--- src/rtl/ps2_key_matrix.sv ---
// rtl/ps2_key_matrix.sv - PS/2 key events to a scanned N x M key matrix via a loadable map
module ps2_key_matrix #(
  parameter int ROWS = 8,
  parameter int COLS = 8,
  parameter int RB   = $clog2(ROWS),
  parameter int CB   = $clog2(COLS)
) (
  input  logic                  clk_sys,
  input  logic                  reset,
  input  logic [10:0]           ps2_key,
  input  logic                  map_we,
  input  logic [8:0]            map_addr,
  input  logic [2+RB+CB-1:0]    map_data,
  input  logic                  release_all,
  input  logic [ROWS-1:0]       row_sel_n,
  output logic [COLS-1:0]       col_n,
  output logic [ROWS*COLS-1:0]  lock_state_o,
  output logic                  evt_o
);

  localparam int EW = 2 + RB + CB;
  localparam int NK = ROWS * COLS;

  // Mapping table; contents survive reset so a core only loads it once.
  logic [EW-1:0] map_mem [512];
  logic [EW-1:0] rd_data;

  // Toggle history; primed stays low for the first sample after reset.
  logic          prev_tog;
  logic          primed;
  logic          event_s0;

  // Pipeline registers.
  logic          s1_vld;
  logic          s1_pressed;
  logic          s2_vld;
  logic          s2_pressed;
  logic [EW-1:0] s2_entry;

  // Key state, flattened row-major (bit = row*COLS+col).
  logic [NK-1:0] key_state;
  logic [NK-1:0] lock_state;
  logic [NK-1:0] matrix;

  logic [NK-1:0] hit;
  logic          apply;
  logic [COLS-1:0] col_next;

  assign event_s0 = primed && (ps2_key[10] != prev_tog);

  // Table write and event-driven read share an edge, so the read sees the old entry.
  always_ff @(posedge clk_sys) begin
    if (map_we) begin
      map_mem[map_addr] <= map_data;
    end
    rd_data <= map_mem[ps2_key[8:0]];
  end

  // Toggle history capture; first post-reset sample only primes it.
  always_ff @(posedge clk_sys or posedge reset) begin
    if (reset) begin
      prev_tog <= 1'b0;
      primed   <= 1'b0;
    end else begin
      prev_tog <= ps2_key[10];
      primed   <= 1'b1;
    end
  end

  // One-hot decode of the looked-up entry; no match means row/col out of range.
  always_comb begin
    hit = '0;
    for (int r = 0; r < ROWS; r++) begin
      for (int c = 0; c < COLS; c++) begin
        if (s2_entry[CB+RB-1:CB] == RB'(r) && s2_entry[CB-1:0] == CB'(c)) begin
          hit[r*COLS+c] = 1'b1;
        end
      end
    end
    apply = s2_vld && s2_entry[EW-1] && (|hit);
  end

  assign matrix = key_state | lock_state;

  // Column sense: OR of matrix bits over every selected row, active low.
  always_comb begin
    col_next = '1;
    for (int c = 0; c < COLS; c++) begin
      for (int r = 0; r < ROWS; r++) begin
        if (!row_sel_n[r] && matrix[r*COLS+c]) begin
          col_next[c] = 1'b0;
        end
      end
    end
  end

  // Lookup/apply pipeline, key/lock state and registered column outputs.
  always_ff @(posedge clk_sys or posedge reset) begin
    if (reset) begin
      s1_vld     <= 1'b0;
      s1_pressed <= 1'b0;
      s2_vld     <= 1'b0;
      s2_pressed <= 1'b0;
      s2_entry   <= '0;
      key_state  <= '0;
      lock_state <= '0;
      evt_o      <= 1'b0;
      col_n      <= '1;
    end else begin
      s1_vld     <= event_s0;
      s1_pressed <= ps2_key[9];
      s2_vld     <= s1_vld;
      s2_pressed <= s1_pressed;
      s2_entry   <= rd_data;
      evt_o      <= apply;
      if (apply && !s2_entry[EW-2]) begin
        key_state <= s2_pressed ? (key_state | hit) : (key_state & ~hit);
      end
      if (apply && s2_entry[EW-2] && s2_pressed) begin
        lock_state <= lock_state ^ hit;
      end
      // release_all wins over a same-cycle momentary update.
      if (release_all) begin
        key_state <= '0;
      end
      col_n <= col_next;
    end
  end

  assign lock_state_o = lock_state;

endmodule

--- config.mk ---
export PLATFORM = sky130hd
export DESIGN_NAME = ps2_key_matrix
export DESIGN_NICKNAME = d
export VERILOG_FILES = /design/src/rtl/ps2_key_matrix.sv
export SDC_FILE = /design/constraint.sdc
export NUM_CORES = 2
export LEC_CHECK = 0
export BUFFER_PORTS_ARGS = -buffer_cell sky130_fd_sc_hd__buf_2
export CELL_PAD_IN_SITES_DETAIL_PLACEMENT = 2
export CELL_PAD_IN_SITES_GLOBAL_PLACEMENT = 2
export CORE_UTILIZATION = 50
export DETAILED_ROUTE_END_ITERATION = 7
export HOLD_SLACK_MARGIN = 0.03
export PLACE_DENSITY = 0.82
export SKIP_LAST_GASP = 1
export SYNTH_ARGS = -nofsm -noshare
export SYNTH_HDL_FRONTEND = slang
export SYNTH_SLANG_ARGS = --single-unit
--- constraint.sdc ---
create_clock -name clk_sys -period 13.6 [get_ports clk_sys]
set_clock_uncertainty 0.1 [all_clocks]
set_input_delay 2.72 -clock clk_sys [delete_from_list [all_inputs] [get_ports clk_sys]]
set_output_delay 2.72 -clock clk_sys [all_outputs]
set_load 0.01 [all_outputs]
==> impl_metrics.xml, run 1 <==
<?xml version="1.0" encoding="UTF-8"?>
<metrics>
  <group name="logic_synthesis">
    <metric name="mappedNetlistNets" unit="">8974</metric>
    <metric name="synthDistinctLibCells" unit="">95</metric>
    <metric name="synthCells" unit="">8934</metric>
    <metric name="postSynthRegisterBits" unit="">4255</metric>
    <metric name="synth-seq-area-share" unit="%">75.3</metric>
    <metric name="postSynth.asyncResetShare" unit="%">3.55</metric>
    <metric name="post_synth_instance_area" unit="sq um">169000</metric>
    <metric name="synthFlopType" unit="">edfxtp_1</metric>
    <metric name="warning_count_from_the_yosys_run" unit="">0</metric>
    <metric name="synthesis.area_per_instance" unit="sq um">18.9</metric>
    <metric name="synth_edf_count" unit="">4096</metric>
  </group>
  <group name="clock_network">
    <metric name="bufs_on_longest_clock_path" unit="">4</metric>
    <metric name="cts-htree-levels" unit="">5</metric>
    <metric name="clk_root_buffer_cell" unit="">clkbuf_16</metric>
    <metric name="cts.repair_timing.setup_buffer_count" unit="">0</metric>
    <metric name="post_cts_resize_count" unit="">0</metric>
    <metric name="numCtsBuffers" unit="">438</metric>
    <metric name="total_clock_sinks" unit="">4255</metric>
    <metric name="holdBufCountCts" unit="">0</metric>
  </group>
  <group name="die">
    <metric name="initial_core_util" unit="%">50.4</metric>
    <metric name="top_level_ports" unit="">113</metric>
    <metric name="placement_rows" unit="">212</metric>
    <metric name="floorplan.die.height" unit="um">583</metric>
    <metric name="dieWidth" unit="um">583</metric>
  </group>
  <group name="status">
    <metric name="failed_stage" unit="">clock tree synthesis (4_1_cts)</metric>
    <metric name="outcome" unit="">did not finish</metric>
    <metric name="tool.error" unit="">[ERROR DPL-0033] detailed placement checks failed during check placement.</metric>
  </group>
  <group name="place">
    <metric name="hpwl" unit="um">433000</metric>
    <metric name="gp_congestion" unit="">0.864</metric>
    <metric name="port_buffers" unit="">112</metric>
  </group>
</metrics>
-- cells in the mapped netlist (all sizes together), types with 57 or more instances --
library cell	instances	share of area (%)
mux2i	786	4.7
o21ai	204	0.61
nand3	115	0.34
nand2	227	0.51
mux4	638	8.7
buf	315	1.7
clkbuf	274	0.73
nor3	121	0.36
dfrtp	143	2.1
a21oi	246	0.73
a211oi	57	0.25
nor2	731	1.6
o22ai	234	0.87
edfxtp	4096	73
o221ai	253	1.3
-- logic make-up after synthesis --
| kind of cell | after synthesis | synth area share, % |
|---|---|---|
| DFF | 4255 | 75.3 |
| other | 1 | 0.00222 |
| muxes | 1464 | 13.6 |
| and+or+nand+nor | 1383 | 3.62 |
| xor gates and xnor gates | 65 | 0.338 |
| buffers and inverters | 597 | 2.48 |
| AOI/OAI and AO/OA | 1169 | 4.64 |
-- through the flow --
stage / std cells / cell area (sq um) / worst slack (ns)
global placement: 13100 / 173000 / 5.06
detailed placement: 13100 / 173000 / 5.08
floorplan: 8934 / 169000 / 6.73
==> run 2, diff against run 1 <==
CELL_PAD_IN_SITES_DETAIL_PLACEMENT = default   (was 2)
CELL_PAD_IN_SITES_GLOBAL_PLACEMENT = default   (was 2)
CORE_UTILIZATION = 35   (was 50)
HOLD_SLACK_MARGIN = default   (was 0.03)
PLACE_DENSITY = default   (was 0.82)
PLACE_DENSITY_LB_ADDON = 0.15   (was default)
==> run 2 against run 1 <==
The flow now finishes without violations. Synthesized cell count unchanged. Synthesized area stayed put.
==> impl_metrics.xml, run 2 <==
<?xml version="1.0" encoding="UTF-8"?>
<metrics>
  <group name="place">
    <metric name="port_buffers" unit="">112</metric>
    <metric name="gp_congestion" unit="">0.812</metric>
    <metric name="place_inst" unit="">15100</metric>
    <metric name="hpwl" unit="um">322000</metric>
  </group>
  <group name="final_layout">
    <metric name="instances_no_fill" unit="">15900</metric>
    <metric name="largest_register_ff_count" unit="">4096</metric>
    <metric name="register_ranked_first_by_flip_flop_count" unit="">map_mem</metric>
    <metric name="design.final.nets" unit="">9159</metric>
    <metric name="layout-drive-gt1-share" unit="%">17.3</metric>
    <metric name="mostFrequentLayoutCells" unit="">edfxtp_1, mux2i_1, nor2_1, mux4_2, clkbuf_16</metric>
    <metric name="most_common_library_cell_in_the_layout_ignoring_fill_and_taps" unit="">edfxtp_1</metric>
    <metric name="area.growth.synth_to_final" unit="%">12.8</metric>
  </group>
  <group name="die">
    <metric name="placement_rows" unit="">254</metric>
    <metric name="die-area" unit="sq um">484000</metric>
    <metric name="top_level_ports" unit="">113</metric>
    <metric name="initial_core_util" unit="%">35.2</metric>
    <metric name="floorplan.die.height" unit="um">696</metric>
    <metric name="dieWidth" unit="um">696</metric>
    <metric name="core_area" unit="sq um">479000</metric>
  </group>
  <group name="global_route">
    <metric name="grtUsageTotal" unit="%">21.5</metric>
    <metric name="grt_pass1_wl" unit="um">738000</metric>
    <metric name="use_met2" unit="%">34.4</metric>
    <metric name="via_count_of_the_first_global_routing_pass" unit="">90100</metric>
    <metric name="grt_max_degree" unit="">201</metric>
    <metric name="grt_overflow" unit="">0</metric>
    <metric name="grt_most_used_layer" unit="">met2</metric>
    <metric name="groute.layer.met1.usage" unit="%">30.8</metric>
    <metric name="antenna_found_initial" unit="">43</metric>
    <metric name="grtUsageMet3" unit="%">3.46</metric>
  </group>
  <group name="logic_synthesis">
    <metric name="synth_top_area_share" unit="%">73.0</metric>
    <metric name="synth_top_cells_by_count" unit="">edfxtp_1, mux2i_1, nor2_1</metric>
    <metric name="synth_simple_gate_area_share" unit="%">3.62</metric>
    <metric name="postSynthRegisterBits" unit="">4255</metric>
    <metric name="synthFlopType" unit="">edfxtp_1</metric>
    <metric name="largest_family_of_logic_cells_by_synthesized_area" unit="">multiplexers</metric>
    <metric name="synthesis.area_per_instance" unit="sq um">18.9</metric>
    <metric name="synth_compound_area_share" unit="%">4.64</metric>
    <metric name="yosys.area.top_type" unit="">edfxtp_1</metric>
    <metric name="warning_count_from_the_yosys_run" unit="">0</metric>
    <metric name="synth_edf_count" unit="">4096</metric>
    <metric name="postSynth.asyncResetShare" unit="%">3.55</metric>
    <metric name="yosysMostFrequentCell" unit="">edfxtp_1</metric>
    <metric name="post_synth_instance_area" unit="sq um">169000</metric>
    <metric name="synth-seq-area-share" unit="%">75.3</metric>
    <metric name="synthTopCellsByArea" unit="">edfxtp_1, mux4_2, mux2i_1, dfrtp_1, nor2_1</metric>
    <metric name="synth.area.mux_share" unit="%">13.6</metric>
    <metric name="synthXorXnorAreaFrac" unit="%">0.338</metric>
    <metric name="mappedNetlistNets" unit="">8974</metric>
    <metric name="arithmetic_cell_share_of_the_synthesized_area_counting_full_adders_half_adders_and_majority_gates" unit="%">0</metric>
    <metric name="synthDistinctLibCells" unit="">95</metric>
    <metric name="synthCells" unit="">8934</metric>
  </group>
  <group name="worst_hold_path">
    <metric name="hold_class" unit="">flop to flop</metric>
    <metric name="min_to" unit="">s2_vld</metric>
    <metric name="hold_depth" unit="">0</metric>
    <metric name="timing.hold.worst.start" unit="">s1_vld</metric>
  </group>
  <group name="timing">
    <metric name="setup_viol" unit="">0</metric>
    <metric name="timing_max_transition_violations_final" unit="">0</metric>
    <metric name="hold_viol" unit="">0</metric>
    <metric name="rsz0062_at_grt" unit="">no</metric>
    <metric name="worst_slew_margin_rel" unit="%">3.35</metric>
    <metric name="achievable-frequency" unit="MHz">134</metric>
    <metric name="final_period_minus_worst_setup_slack" unit="ns">7.47</metric>
    <metric name="tightest_slew" unit="ns">1.43</metric>
    <metric name="tns" unit="ns">0</metric>
    <metric name="post-route-period-util" unit="%">55.0</metric>
  </group>
  <group name="clock_network">
    <metric name="holdBufCountCts" unit="">0</metric>
    <metric name="numCtsBuffers" unit="">455</metric>
    <metric name="total_clock_sinks" unit="">4255</metric>
    <metric name="cts.reportedPaths.clkPinSlew" unit="ns">0.06</metric>
    <metric name="cts-htree-levels" unit="">5</metric>
    <metric name="clock_insertion_delay_worst_skew" unit="ns">1.03</metric>
    <metric name="bufs_on_longest_clock_path" unit="">4</metric>
    <metric name="post_cts_resize_count" unit="">0</metric>
    <metric name="cts_tree" unit="">yes</metric>
    <metric name="clk_root_buffer_cell" unit="">clkbuf_16</metric>
    <metric name="cts.repair_timing.setup_buffer_count" unit="">0</metric>
  </group>
  <group name="detailed_routing">
    <metric name="drt_drc_violations_left" unit="">0</metric>
    <metric name="detailedRoute.firstIterationViolations" unit="">9583</metric>
    <metric name="post_drt_via_cell_ratio" unit="">5.60</metric>
    <metric name="number_of_routed_nets_with_antenna_violations" unit="">0</metric>
    <metric name="vias" unit="">89200</metric>
    <metric name="dr.pass1.iters" unit="">5</metric>
    <metric name="wire_per_inst" unit="um">33.4</metric>
    <metric name="finalWirelength" unit="um">532000</metric>
  </group>
  <group name="critical_path">
    <metric name="critPathCaptureType" unit="">flop</metric>
    <metric name="worstRegToRegCells" unit="">7</metric>
    <metric name="cp_data_required_time" unit="ns">14.41</metric>
    <metric name="worstReg2RegStart" unit="">map_mem[112][4]</metric>
    <metric name="worst-endpoint-arrival" unit="ns">8.28</metric>
    <metric name="crit_type" unit="">input pin to flop</metric>
    <metric name="worst-path-max-fanout" unit="">41</metric>
    <metric name="critPathLaunchType" unit="">input pin</metric>
    <metric name="reg2reg_setup_slack" unit="ns">9.73</metric>
    <metric name="worst_r2r_endpoint" unit="">rd_data[4]</metric>
  </group>
  <group name="power">
    <metric name="worst_ir_drop_vdd" unit="V">0.000124</metric>
    <metric name="power_per_cell_area" unit="nW/um^2">149</metric>
    <metric name="power_leakage" unit="uW">0.0607</metric>
  </group>
  <group name="job">
    <metric name="timing.max_cap.violations" unit="">0</metric>
  </group>
  <group name="status">
    <metric name="outcome" unit="">finished clean</metric>
  </group>
</metrics>
## run 2: cell counts after synthesis
No cell type changed its count.
## run 2: logic make-up after synthesis
group                  count (synthesis)
flip-flops                          4255
multiplexers                        1464
AND/OR/NAND/NOR                     1383
AO/OA/AOI/OAI                       1169
buffers and inverters                597
XOR/XNOR                              65
other                                  1
## run 2: layout make-up
type	instances	area, sq um
fillers	43000	289000
well taps	6400	8010
flip-flops and latches	4255	127000
multi-input cells	4082	37800
repair buffers	318	2560
diodes	23	57.6
clock inverters	254	2560
clock buffers	577	12200
inverters	7	46.3
## run 2: worst max-delay path by stage
stage | end | start | cells past startpoint | slack (ns)
floorplan | evt_o | reset | 1 | 6.73
global placement | rd_data[7] | ps2_key[1] | 11 | 4.91
detailed placement | rd_data[4] | ps2_key[1] | 10 | 5.15
CTS | rd_data[4] | ps2_key[1] | 10 | 6.25
global route | rd_data[4] | ps2_key[1] | 10 | 6.23
finish | rd_data[4] | ps2_key[1] | 10 | 6.13
## run 2: worst max-delay path: stages
cell,delay (ns)
buf_8,0.42
or2_4,0.64
buf_4,0.65
buf_4,0.60
o221ai_1,0.25
nor3_1,0.43
nor4_1,0.09
a41oi_1,1.15
o21ai_0,0.71
and4_1,0.44
## run 2: report_power, final
group          internal [uW]  switching, uW  total (uW)
Clock                   7130           5230       12400
Sequential             14400           63.2       14500
Combinational            432           1090        1520
## run 2: per-stage QoR
stage	area [sq um]	power (uW)	hold WS, ns	setup slack [ns]	util, %
final	190000	28400	0.253	6.13	39.7
after global routing	190000	29100	0.279	6.23	39.7
after CTS	190000	28600	0.259	6.25	39.7
after detailed placement	175000	16300	0.253	5.15	36.6
after global placement	175000	16300	0.244	4.91	36.6
after floorplan	169000	15500	0.216	6.73	-
## run 2: per-layer routing
| metal | share of wire (%) | vias up | wire length, um |
|---|---|---|---|
| li1 | - | 37000 | - |
| met1 | 44 | 48100 | 234000 |
| met2 | 47 | 3386 | 249000 |
| met3 | 6.7 | 706 | 35600 |
| met4 | 2.6 | 4 | 13900 |
| met5 | 0.0051 | - | 27 |
Note: power is estimated with default switching activity, not from simulation.
